==> src/rtl/mig_seq_eval.sv <==
`default_nettype none
// +----------------------------------------------------------------------------+
// | mig_seq_eval: sequential evaluator for a programmable majority-inverter    |
// | graph; one MAJ node per cycle over latched primary inputs.                 |
// | Revision: 1.0                                                              |
// +----------------------------------------------------------------------------+
module mig_seq_eval #(
  parameter int N_IN      = 7,
  parameter int MAX_NODES = 16,
  localparam int SEL_W    = $clog2(N_IN + MAX_NODES + 1),
  localparam int NODE_W   = 3 * (SEL_W + 1),
  localparam int AW       = $clog2(MAX_NODES),
  localparam int LW       = $clog2(MAX_NODES + 1)
) (
  input  logic              clk,
  input  logic              rst_n,
  input  logic              cfg_we,
  input  logic [AW-1:0]     cfg_addr,
  input  logic [NODE_W-1:0] cfg_data,
  input  logic [LW-1:0]     cfg_len,
  input  logic              start,
  input  logic [N_IN-1:0]   x,
  output logic              busy,
  output logic              done,
  output logic              out,
  output logic              err
);

  localparam logic [1:0] c_st_idle = 2'd0;
  localparam logic [1:0] c_st_eval = 2'd1;
  localparam logic [1:0] c_st_fail = 2'd2;

  logic [1:0]           r_state;
  logic [NODE_W-1:0]    r_prog [MAX_NODES];
  logic [MAX_NODES-1:0] r_w;
  logic [AW-1:0]        r_k;
  logic [LW-1:0]        r_len;
  logic [N_IN-1:0]      r_x;

  logic [NODE_W-1:0]    w_word;
  logic [1:0]           w_opa, w_opb, w_opc;
  logic                 w_bad, w_maj, w_last, w_len_ok;

  // Returns {illegal, value}; node operands are legal only when already computed (j < k).
  function automatic logic [1:0] operand(input logic [SEL_W-1:0] sel, input logic inv,
                                         input logic [N_IN-1:0] xv,
                                         input logic [MAX_NODES-1:0] wv,
                                         input logic [AW-1:0] k);
    logic bad;
    logic val;
    bad = 1'b1;
    val = 1'b0;
    if (sel == '0) bad = 1'b0;
    for (int i = 0; i < N_IN; i++) begin
      if (int'(sel) == i + 1) begin
        bad = 1'b0;
        val = xv[i];
      end
    end
    for (int j = 0; j < MAX_NODES; j++) begin
      if (int'(sel) == N_IN + 1 + j && j < int'(k)) begin
        bad = 1'b0;
        val = wv[j];
      end
    end
    return {bad, val ^ inv};
  endfunction

  always_comb begin
    w_word   = r_prog[r_k];
    w_opa    = operand(w_word[SEL_W-1:0], w_word[SEL_W], r_x, r_w, r_k);
    w_opb    = operand(w_word[(SEL_W+1) +: SEL_W], w_word[2*SEL_W+1], r_x, r_w, r_k);
    w_opc    = operand(w_word[2*(SEL_W+1) +: SEL_W], w_word[3*SEL_W+2], r_x, r_w, r_k);
    w_bad    = w_opa[1] | w_opb[1] | w_opc[1];
    w_maj    = (w_opa[0] & w_opb[0]) | (w_opa[0] & w_opc[0]) | (w_opb[0] & w_opc[0]);
    w_last   = ({1'b0, r_k} == r_len - LW'(1));
    w_len_ok = (cfg_len != '0) && (cfg_len <= LW'(MAX_NODES));
  end

  always_ff @(posedge clk or negedge rst_n) begin
    if (!rst_n) begin
      r_state <= c_st_idle;
      busy    <= 1'b0;
      done    <= 1'b0;
      out     <= 1'b0;
      err     <= 1'b0;
      r_k     <= '0;
      r_len   <= '0;
      r_x     <= '0;
      r_w     <= '0;
      for (int i = 0; i < MAX_NODES; i++) r_prog[i] <= '0;
    end else begin
      done <= 1'b0;
      case (r_state)
        c_st_idle: begin
          if (cfg_we && 32'(cfg_addr) < MAX_NODES) r_prog[cfg_addr] <= cfg_data;
          if (start) begin
            r_k <= '0;
            if (w_len_ok) begin
              r_x     <= x;
              r_len   <= cfg_len;
              err     <= 1'b0;
              busy    <= 1'b1;
              r_state <= c_st_eval;
            end else begin
              r_state <= c_st_fail;
            end
          end
        end
        c_st_eval: begin
          if (w_bad) begin
            out     <= 1'b0;
            err     <= 1'b1;
            done    <= 1'b1;
            busy    <= 1'b0;
            r_state <= c_st_idle;
          end else begin
            r_w[r_k] <= w_maj;
            if (w_last) begin
              out     <= w_maj;
              done    <= 1'b1;
              busy    <= 1'b0;
              r_state <= c_st_idle;
            end else begin
              r_k <= r_k + AW'(1);
            end
          end
        end
        c_st_fail: begin
          // r_k doubles as the dwell counter so the reject reports two cycles after start
          if (r_k == '0) begin
            r_k <= AW'(1);
          end else begin
            r_k     <= '0;
            out     <= 1'b0;
            err     <= 1'b1;
            done    <= 1'b1;
            r_state <= c_st_idle;
          end
        end
        default: r_state <= c_st_idle;
      endcase
    end
  end

endmodule
`default_nettype wire

==> config.mk <==
export PLATFORM = sky130hd
export DESIGN_NAME = mig_seq_eval
export DESIGN_NICKNAME = d
export VERILOG_FILES = /design/src/rtl/mig_seq_eval.sv
export SDC_FILE = /design/constraint.sdc
export NUM_CORES = 1
export LEC_CHECK = 0
export ABC_CLOCK_PERIOD_IN_PS = 7300
export CORE_MARGIN = 2
export CORE_UTILIZATION = 58
export CTS_BUF_LIST = sky130_fd_sc_hd__clkbuf_8
export CTS_CLUSTER_SIZE = 8
export DETAILED_ROUTE_END_ITERATION = 7
export PLACE_DENSITY = 0.82
export SLEW_MARGIN = 15
export SYNTH_ARGS = -nofsm -noshare
export SYNTH_HDL_FRONTEND = slang
export SYNTH_SLANG_ARGS = --single-unit
==> constraint.sdc <==
create_clock -name clk -period 7.3 [get_ports clk]
set_input_delay 0.73 -clock clk [delete_from_list [all_inputs] [get_ports clk]]
set_output_delay 0.73 -clock clk [all_outputs]
set_load 0.01 [all_outputs]
=== Word level (Yosys, flattened, before mapping) ===
Cells that the tools add are included.
W data, S select, Z words.

* Register bits: 326
* Output and inout bits: 4
* Logic and storage cells: 375

* $add $sub $neg: 2
* $lt $le $gt $ge: 21
* Eq/ne operators: 76
* Multiplexer cells: 173
* Bitwise gates (word level): 13
* Reduce and logical (&&, ||, !) cells: 65

{| class="wikitable"
|+ Operator list
! operator !! number
|-
| $bwmux W288 || 1
|-
| $eq A5 B5 Y1 const B || 45
|-
| $mux W1 || 151
|-
| $bmux W18 S4 || 1
|-
| $demux W18 S4 || 1
|-
| $eq A5 B4 Y1 const B || 12
|-
| $mux W18 || 3
|-
| $logic_and A1 B1 Y1 || 48
|-
| $eq A5 B3 Y1 const B || 6
|-
| $lt A4 B4 Y1 const A || 7
|-
| $bwmux W16 || 1
|-
| $lt A3 B4 Y1 const A || 4
|-
| $eq A5 B2 Y1 const B || 3
|-
| $logic_not A5 Y1 || 3
|-
| $mux W4 || 3
|-
| $ne A2 B2 Y1 const B || 6
|-
| $pmux W4 S3 || 1
|-
| $ge A5 B5 Y1 const B || 2
|-
| $mux W2 || 5
|-
| $not A4 Y5 || 2
|-
| $reduce_and A3 Y1 || 3
|-
| $lt A1 B4 Y1 const A || 2
|-
| $lt A2 B4 Y1 const A || 2
|-
| $reduce_and A4 Y1 || 2
|-
| other kinds (25) || 36
|}

=== Longest topological paths before layout ===
Gate-level depths: netlist of the first run.

* Depth in word-level cells: 34
* Gate-level depth with buffers: 21
* Gate-level depth less buffers: 13

=== Worst setup path before layout of the first run ===
No wires, ideal clock.

* Path type: flip-flop to flip-flop
* From: reg r_k[0]
* To: reg r_w[10]
* Library setup time: 125 ps
* Data arrival time: 3949 ps
* Data required time: 7175 ps
* Slack: 3227 ps
* Cell stages (with the launch flop): 21
* Period minus slack after synthesis: 4073 ps
* Cell sequence: dfrtp_1 > buf_6 > buf_12 > buf_8 > buf_6 > buf_4 > buf_4 > buf_2 > inv_1 > ha_1 > clkbuf_1 > nor3_1 > mux2i_1 > nor3_1 > nand4_1 > or2_2 > o2111ai_1 > nor3b_1 > maj3_2 > buf_6 > mux2_2

* Longest elaborated chain between the ends: 32
* Elaborated cells on any way between the ends: 286
* Those cells by class: order compare (17); eq/ne (66); mux (141); bitwise (12); reduce/logical (50)

{| class="wikitable"
|+ RTL lines
! element !! line !! text
|-
| start: declaration || 36 || <nowiki>logic [AW-1:0] r_k;</nowiki>
|-
| start signal: assignment || 125 || <nowiki>r_k <= r_k + AW'(1);</nowiki>
|-
| $not A4 Y5 (implied by the code) || 70 || <nowiki>w_word = r_prog[r_k];</nowiki>
|-
| $bmux W18 S4 || 70 ||
|-
| $mux W18 (implied by the code) (2 in a row) || 70 ||
|-
| $eq A5 B2 Y1 or $logic_not A5 Y1 (tied branches) || 55, 53 ||
|-
| $mux W1 (on tied branches) || 55, 53 ||
|-
| $mux W1 (6 in a row) || 55 || <nowiki>if (int'(sel) == i + 1) begin</nowiki>
|-
| $mux W1 (on tied branches) || 61, 55 ||
|-
| $mux W1 (14 in a row) || 61 || <nowiki>if (int'(sel) == N_IN + 1 + j && j < int'(k)) begin</nowiki>
|-
| $xor A1 B1 Y1 or $mux W1 (tied branches) || 66, 61 ||
|-
| $and A1 B1 Y1 or $or A1 B1 Y1 (tied branches) || 75, 74 ||
|-
| $or A1 B1 Y1 (on tied branches) || 75, 74 ||
|-
| $or A1 B1 Y1 or $not A1 Y1 (tied branches) || -- ||
|-
| $bwmux W16 or $reduce_and A2 Y1 (tied branches) || -- ||
|-
| end signal: indexed assignment || 118 || <nowiki>r_w[r_k] <= w_maj;</nowiki>
|-
| end: declaration || 35 || <nowiki>logic [MAX_NODES-1:0] r_w;</nowiki>
|}

Several ways; a longest one is shown, not always the timed one. The select of a mux whose other input is x is not followed.
A chain may end at the register's enable or synchronous reset.

=== Worst setup path after layout of the first run ===
* From: reg r_k[0]
* To: reg r_w[9]

Same word-level chain as after synthesis.

==> impl_metrics.toml, run 1 <==
[pwr]
leakagePower_nw = 8.187
ir_drop_uv = 238.9
powerDensity_nw_per_um2 = 405.5

[synth]
ys_ff_latch = 325
ys_seq_area_share_pct = 46.28
syn_nets = 1453
async_flop_share_pct = 100.0
yosysUniqueCellTypes = 89
avgSynthCellArea_sq_um = 12.50
synthCells = 1406
synth-main-ff-cell = "dfrtp_1"
syn_area_sq_um = 17570
synth_warnings = 0
synth_edf_count = 0

[grt]
grt_max_degree = 162
gr-total-overflow = 0
grt_pass1_vias = 12774
antenna_found_initial = 0
gr-usage-all-layers_pct = 31.68
grt_pass1_wl_mm = 75.69

[place]
gp_congestion = 1.015
post_dp_cell_area_sq_um = 18330
io_buffers = 41
post-dp-hpwl_mm = 32.91

[clocking]
clk_path_buf_depth = 3
cts_tree = "built"
cts_root_buffer = "clkbuf_8"
cts-resized-gates = 0
postCtsHoldBufs = 0
cts_made_buffers = 53
cts_sinks = 325
cts_setup_buffers = 0
htreeDepth = 2
clk-insertion-delay-late_ns = 0.61
path_clk_slew_ns = 0.06

[routing]
routed_via_density = 6.731
drt_pass1_iterations = 6
antenna_left = 0
drt_iter0_markers = 1220
drt-total-wl_mm = 48.98
route.detailed.drc = 0
via_count = 12574
wire_per_inst_um = 26.22

[floorplan]
die_h_um = 178.1
core-area_sq_um = 29720
die_w_um = 178.1
ios = 42
num_rows = 63
initial_utilization_pct = 59.13
die_area_sq_um = 31710

[critical_path]
max_stage_delay_ns = 0.95
worstPathMaxFanout = 45
crit_path_end_kind = "flip-flop"
worstPathRequired_ns = 7.79
cp_cell_sequence = "buf_4, mux4_1, mux2i_2, mux2i_2, a211o_1, nand4_1, o21ai_1, a221o_1, a211o_1, and4_4, maj3_2, mux2_2"
slowest_stage = "dfrtp_4"
crit_type = "flip-flop to flip-flop"
arrival_ns = 5.63
worstSetupStartpointType = "flip-flop"

[sta]
slew_viol_final = 0
max_freq_ghz = 0.1946
tns_ns = 0
fin_crit_sh_pct = 70.39
setup_viol = 0
slew_headroom_pct = 21.29
tightest_slew_ns = 1.181
period_minus_slack_ns = 5.138
final.setup_skew_ns = 0.03578
rsz0062_at_grt = "false"
finalHoldViolCount = 0

[final_layout]
area_delta_synth_final_pct = 9.990
antenna_cells = 0
final_cell_mix = "350 x mux2_2, 321 x dfrtp_1, 60 x clkbuf_8"
final_area_sq_um = 19330
nNetsFinal = 1489
mostFrequentLayoutCell = "mux2_2"
drive_gt1_share_pct = 36.47

[outcome]
status = "finished clean"

[job]
cap_violations = 0

[hold_path]
hold_class = "primary input to async pin"
power breakdown:
part | switching (W) | internal, W
registers | 0.000542 | 0.00263
logic | 0.00159 | 0.00158
clock network | 0.000721 | 0.000784
final cells by class:
| class | count | area (sq um) |
|---|---|---|
| timing repair buffer | 68 | 630.6 |
| tap | 390 | 488.0 |
| clock inverter | 31 | 170.2 |
| multi-input combinational | 972 | 8990 |
| fill | 2176 | 10390 |
| clock buffer | 60 | 825.8 |
| sequential | 325 | 8140 |
| inverter | 22 | 82.58 |
sequential cells by signal, summed over array words and instances (netlist names):
| signal | cells |
|---|---|
| busy | 1 |
| r_len | 5 |
| out | 1 |
| err | 1 |
| done | 1 |
| r_x | 7 |
| r_state | 2 |
| r_k | 4 |
| r_w | 15 |
| r_prog | 288 |
layer usage:
layer | vias to the layer above | share of wire (%) | track usage (%)
li1 | 5420 | - | -
met3 | 145 | 7.2 | 5.477
met5 | - | 0 | 0
met4 | 0 | 4.1 | 13.18
met1 | 6465 | 42 | 43.82
met2 | 544 | 46 | 49.85
final timing paths:
kind	slack (ns)	end	cells after the start	from
max	2.16	r_w[9]	12	r_k[0]
min	0.16	r_prog[89]	1	rst_n
max reg2reg	2.16	r_w[9]	12	r_k[0]
min reg2reg	0.50	r_prog[265]	1	r_prog[265]
max in group asynchronous	5.73	r_prog[0]	2	rst_n
min in group clk	0.50	r_prog[265]	1	r_prog[265]
synth_stat cells (5+ instances only):
master,count,area (sq um)
a211oi_1,9,67.56
mux2_2,350,3941
a22oi_1,12,90.09
nand4_1,12,75.07
and2_1,5,31.28
inv_1,19,71.32
buf_2,10,50.05
a21oi_1,30,150.1
or3_1,7,43.79
o211ai_1,9,67.56
ha_1,9,112.6
o21ai_0,40,200.2
a21o_1,7,52.55
a211o_1,7,61.31
clkbuf_1,61,229.0
mux4_1,10,262.8
mux4_2,50,1126
or2_2,8,50.05
dfrtp_1,325,8133
a22o_1,8,70.07
and3_1,7,43.79
nand3_1,52,260.3
nor4_1,9,56.30
nand2b_1,7,43.79
nor2_1,63,236.5
a32o_1,5,50.05
a31oi_1,10,62.56
buf_1,6,22.52
o21bai_1,5,37.54
nand2_1,56,210.2
nor2b_1,13,81.33
nor3_1,34,170.2
mux2i_1,34,340.3
o22ai_1,15,93.84
buf_6,5,56.30
through the flow:
step	hold slack, ns	worst slack (ns)	total power, W	cells	util, %
after floorplan	0.4344	3.227	0.005404	1406	-
after global placement	0.4782	2.256	0.006162	1777	61.69
after detailed placement	0.4874	2.214	0.006288	1777	61.69
after CTS	0.1565	2.196	0.007806	1868	65.04
after global routing	0.2002	1.895	0.008257	1868	65.04
final	0.1585	2.162	0.007838	1868	65.04
worst max-delay path, delay by kind of cell (launching register included):
kind,cells,cell delay (ns)
muxes,4,1.83
AOI/OAI and AO/OA,4,1.07
DFF,1,0.95
adders and majority gates,1,0.44
buffers and inverters,1,0.40
and+or+nand+nor,2,0.23
cells by family after synthesis:
| kind of cell | Yosys count | synth area share, % |
|---|---|---|
| mux | 449 | 32.71 |
| fa+ha+maj | 10 | 0.7049 |
| flops | 325 | 46.28 |
| compound gates | 217 | 8.936 |
| simple gates | 291 | 8.281 |
| buf+inv | 109 | 2.834 |
| xor+xnor | 5 | 0.2493 |
Power figures use the tool's default switching activity.
==> run 2: changes to the inputs <==
Settings changed: ABC_CLOCK_PERIOD_IN_PS 7300 to 4400, PLACE_DENSITY 0.82 to 0.85.
Clock period 7.3 ns to 4.4 ns, I/O delays scaled along.
==> run 2 against run 1 <==
  * Maximum frequency rose by 21%
  * Non-clock buffer count up 82
  * Combinational power grew 83%
  * Largest power group is now combinational cells
  * Worst setup slack got worse by 2.0 ns
  * Count of clock-buffer cells in the layout grew 3
  * Sequential share of layout area is 1.6 points lower
  * Critical path depth is the same
  * Sequential cell count stayed put
  * Critical path type unchanged
==> impl_metrics.toml, run 2 (synthesis gave the netlist of run 1 again) <==
[floorplan]
num_rows = 63
ios = 42
core-area_sq_um = 29720
die_area_sq_um = 31710
initial_utilization_pct = 59.13
die_w_um = 178.1
die_h_um = 178.1

[routing]
antenna_left = 0
drt-total-wl_mm = 53.50
drt_pass1_iterations = 6
routed_via_density = 6.785
wire_per_inst_um = 27.44
drt_iter0_markers = 1413
via_count = 13230
route.detailed.drc = 0

[grt]
grt_pass1_wl_mm = 82.12
grt_max_degree = 98
gr-usage-all-layers_pct = 34.83
antenna_found_initial = 0
gr-total-overflow = 0
grt_pass1_vias = 13713

[pwr]
ir_drop_uv = 397.4
leakagePower_nw = 8.634
powerDensity_nw_per_um2 = 679.1

[critical_path]
crit_type = "flip-flop to flip-flop"
ff2ff_setup_slack_ns = 0.14
crit_path_end_kind = "flip-flop"
r2r_end = "r_w[12]"
arrival_ns = 4.76
timing.rr.start = "r_k[0]"
worstPathMaxFanout = 16
worstSetupStartpointType = "flip-flop"
rr_worst_depth = 12
worstPathRequired_ns = 4.90

[place]
post-dp-hpwl_mm = 36.68
io_buffers = 41
placed_cells = 1857
gp_congestion = 1.028

[sta]
fin_crit_sh_pct = 96.87
max_freq_ghz = 0.2346
final.setup_skew_ns = 0.03115
finalHoldViolCount = 0
tightest_slew_ns = 1.227
period_minus_slack_ns = 4.262
slew_viol_final = 0
slew_headroom_pct = 18.21
setup_viol = 0
tns_ns = 0

[clocking]
cts_root_buffer = "clkbuf_8"
htreeDepth = 2
clk-insertion-delay-late_ns = 0.63
clk_path_buf_depth = 3
cts_made_buffers = 53
path_clk_slew_ns = 0.06
cts_tree = "built"
cts_sinks = 325

[final_layout]
reg_top3 = "r_prog x288, r_w x15, r_x x7"
final_cell_mix = "350 x mux2_2, 321 x dfrtp_1, 97 x buf_4"
largest_register_ffs = 288
antenna_cells = 0
nNetsFinal = 1571
drive_gt1_share_pct = 40.26
area_delta_synth_final_pct = 14.43
regMostFlops = "r_prog"
final_cells = 1950
mostFrequentLayoutCell = "mux2_2"

[job]
cap_violations = 0

[outcome]
status = "finished clean"

[hold_path]
hold_class = "primary input to async pin"
==> run 2: cell types whose count changed in the layout (fill, tap and decap cells not counted), sizes merged <==
cell / previous run / this run
dlygate4sd3: 0 / 1
buf: 28 / 109
clkbuf: 60 / 63
clkinv: 4 / 5
clkinvlp: 2 / 1
inv: 46 / 43
==> run 2: worst max-delay path: stages, from the launching register on <==
cell and delay (ns):
dfrtp_4 0.58, buf_8 0.21, mux4_1 0.62, a22oi_4 0.31, nand2_2 0.11, or3b_4 0.44
or3_1 0.35, o211a_1 0.22, buf_4 0.13, a211o_1 0.28, and4_4 0.15, maj3_2 0.42
mux2_2 0.30
==> run 2: routing by layer <==
layer	GRT usage (%)	wire length, um	up-vias
met3	6.223	4299	172
met4	16.97	2645	0
met2	55.12	25010	692
met5	0	0	-
li1	-	-	5594
met1	46.73	21540	6772
==> run 2: worst max-delay path by stage <==
stage	to	slack, ns	startpoint	cells past startpoint
3_5_place_dp	r_w[10]	-0.09	r_k[0]	15
3_3_place_gp	out	-0.12	r_k[0]	14
4_1_cts	r_w[6]	0.02	r_k[0]	14
2_1_floorplan	r_w[12]	0.33	r_k[0]	20
6_report	r_w[12]	0.14	r_k[0]	12
5_1_grt	r_w[11]	-0.001	r_k[0]	13
==> run 2: final cells by class <==
type | count | area, sq um
fillers | 2136 | 9610
multi-input cells | 972 | 8999
flip-flops and latches | 325 | 8140
repair buffers | 150 | 1369
clock buffers | 63 | 867.1
well taps | 390 | 488.0
clock inverters | 28 | 161.4
inverters | 22 | 82.58
==> run 2: stage by stage <==
stage / total power [W] / utilization, % / cell area (sq um) / setup slack, ns / hold WS (ns)
floorplan: 0.008966 / - / 17570 / 0.3267 / 0.1444
global placement: 0.01063 / 64.05 / 19030 / -0.1172 / 0.4385
detailed placement: 0.01089 / 64.05 / 19030 / -0.08553 / 0.4454
CTS: 0.01354 / 67.57 / 20080 / 0.02362 / 0.3631
global route: 0.01436 / 67.66 / 20110 / -0.001286 / 0.4051
finish: 0.01366 / 67.66 / 20110 / 0.1376 / 0.3805
==> run 2: report_power, final <==
group	total, W	internal (W)	switching [W]	leakage [nW]
registers	0.00527	0.00436	0.000903	4.11
clock network	0.00259	0.00136	0.00124	0.601
logic	0.00579	0.00297	0.00282	3.92
total	0.0137	0.00870	0.00496	8.63
==> run 2: what timing repair did <==
action                     4_1_cts  5_1_grt
hold endpoints to repair        68        0
setup buffers                    0        1
setup endpoints to repair       16       20
pin swaps                        0        1
hold buffers                     1        0
gates resized for setup          1        4
==> RTL edit (config.mk and constraints of run 2) <==
`N_IN`: 7 -> 9.
--- a/src/rtl/mig_seq_eval.sv
+++ b/src/rtl/mig_seq_eval.sv
@@ -5,7 +5,7 @@
 // | Revision: 1.0                                                              |
 // +----------------------------------------------------------------------------+
 module mig_seq_eval #(
-  parameter int N_IN      = 7,
+  parameter int N_IN      = 9,
   parameter int MAX_NODES = 16,
   localparam int SEL_W    = $clog2(N_IN + MAX_NODES + 1),
   localparam int NODE_W   = 3 * (SEL_W + 1),
Ports: changed (resized x); port bits go from 42 to 44. The function was not compared with the original's and may differ.
==> RTL edit against run 2 <==
  * Synthesized area is 5.6% higher
  * Combinational power is 13% higher
  * Cell area is 4.7% higher
  * Total power is 7.6% higher
  * Routed wire length is 10% higher
  * Sequential cell count is 2 higher
  * Sequential power is 4.9% higher
  * Worst setup slack better by 26 ps
  * Global-route usage is 1.1 points higher
  * Cell count is 9.6% higher
  * Fmax is 0.62% higher
  * Count of clock-buffer cells in the layout is 2 lower
  * Critical path type unchanged
  * Largest cell class unchanged
  * Largest power group unchanged
==> RTL edit: results <==
group,metric,value,unit
logic_synthesis,synthTopCellsByArea,"dfrtp_1 44%, mux2_2 20%, mux4_2 7.9%",
routing,via_count,14700,
finish,non_clock_buffer_contribution_to_total_cell_area,0.0668,
finish,multi_input_cells,1132,
finish,num-nonclk-inverters,28,
cts,worstSkewPairLatency,650,ps
grt,met1_track_demand_over_resource_in_global_routing,0.488,
grt,global_route.usage.total,0.360,
logic_synthesis,synth-seq-cells,327,
setup_path,cp-endpoint,"r_w[9]$_DFFE_PN0P_",
finish,layout.filler_cells,2326,
finish,n_all_buffers,157,
cts,cts_hold_buf,1,
setup_path,worstRegToRegCells,14,
grt,grt_util_met3,0.0886,
die,fp.dieArea,33400,um2
timing,fin_skew,25.4,ps
finish,drive_gt1_frac,0.354,
power,net-switching-power,0.00566,W
status,outcome,"complete, no violations",
logic_synthesis,netlist-cell-type-count,90,
placement,pre_cts_slack,255,ps
power,max-vdd-ir-drop,0.420,mV
routing,routed_wirelength,59100,um
grt,global_route_wire_length_before_repair,90100,um
setup_path,path_max_fanout,26,
setup_path,crit_family,"compound AO/OA/AOI/OAI gates",
finish,seq_share,0.389,
timing,timing.max_slew.rel_slack,0.336,
worst_hold_path,min-delay-path-class,"in -> reg",
placement,placed_cells,2045,
grt,largest_net_degree_at_the_start_of_global_routing,123,
logic_synthesis,synth.avg_cell_area,11.7,um2
routing,drt-initial-drc-count,1799,
power,power.static_leakage,8.88,nW
routing,met1_length,23700,um
finish,diodes_inserted,1,
finish,final_net_count,1748,
placement,dpl-instance-area,20000,um2
setup_path,register_to_register_path_setup_slack,160,ps
timing,finalWorstPathRequiredPeriod,4240,ps
placement,buffer_ports.inserted,43,
finish,clock_buffer_count,61,
cts,cts_resized,0,
finish,clk_share,0.0487,
placement,place.detailed.hpwl,40200,um
finish,final-instance-count-excl-fill,2137,
grt,grt.met2_usage,0.556,
routing,met2RoutedLength,27000,um
placement,place.gp.congestion,1.01,
finish,seqCellArea,8190,um2
logic_synthesis,syn_nets,1638,
routing,met3_wirelength,5720,um
## RTL edit: cell types whose count changed after synthesis, sizes merged, moves of 18 or more
cell,before,now
mux2i,39,59
nand2,57,125
nand2b,7,25
mux2,350,323
buf,26,46
nor2,64,87
## RTL edit: kinds of logic (layout without fill, tap and decap cells)
family,Yosys count,after routing,share of synthesized area
multiplexers,447,447,0.307
XOR/XNOR,8,8,0.00378
other,0,1,0
AO/OA/AOI/OAI,263,263,0.101
flip-flops,327,327,0.441
AND/OR/NAND/NOR,404,404,0.107
adder cells (fa/ha/maj),10,10,0.00667
buffers and inverters,130,275,0.0336
## RTL edit: power by group through the flow
stage	clock, W	combinational [W]	sequential, W
global route	0.00276	0.00700	0.00565
global placement	0	0.00622	0.00531
floorplan	0	0.00463	0.00501
detailed placement	0	0.00636	0.00547
finish	0.00260	0.00657	0.00553
CTS	0.00264	0.00643	0.00547
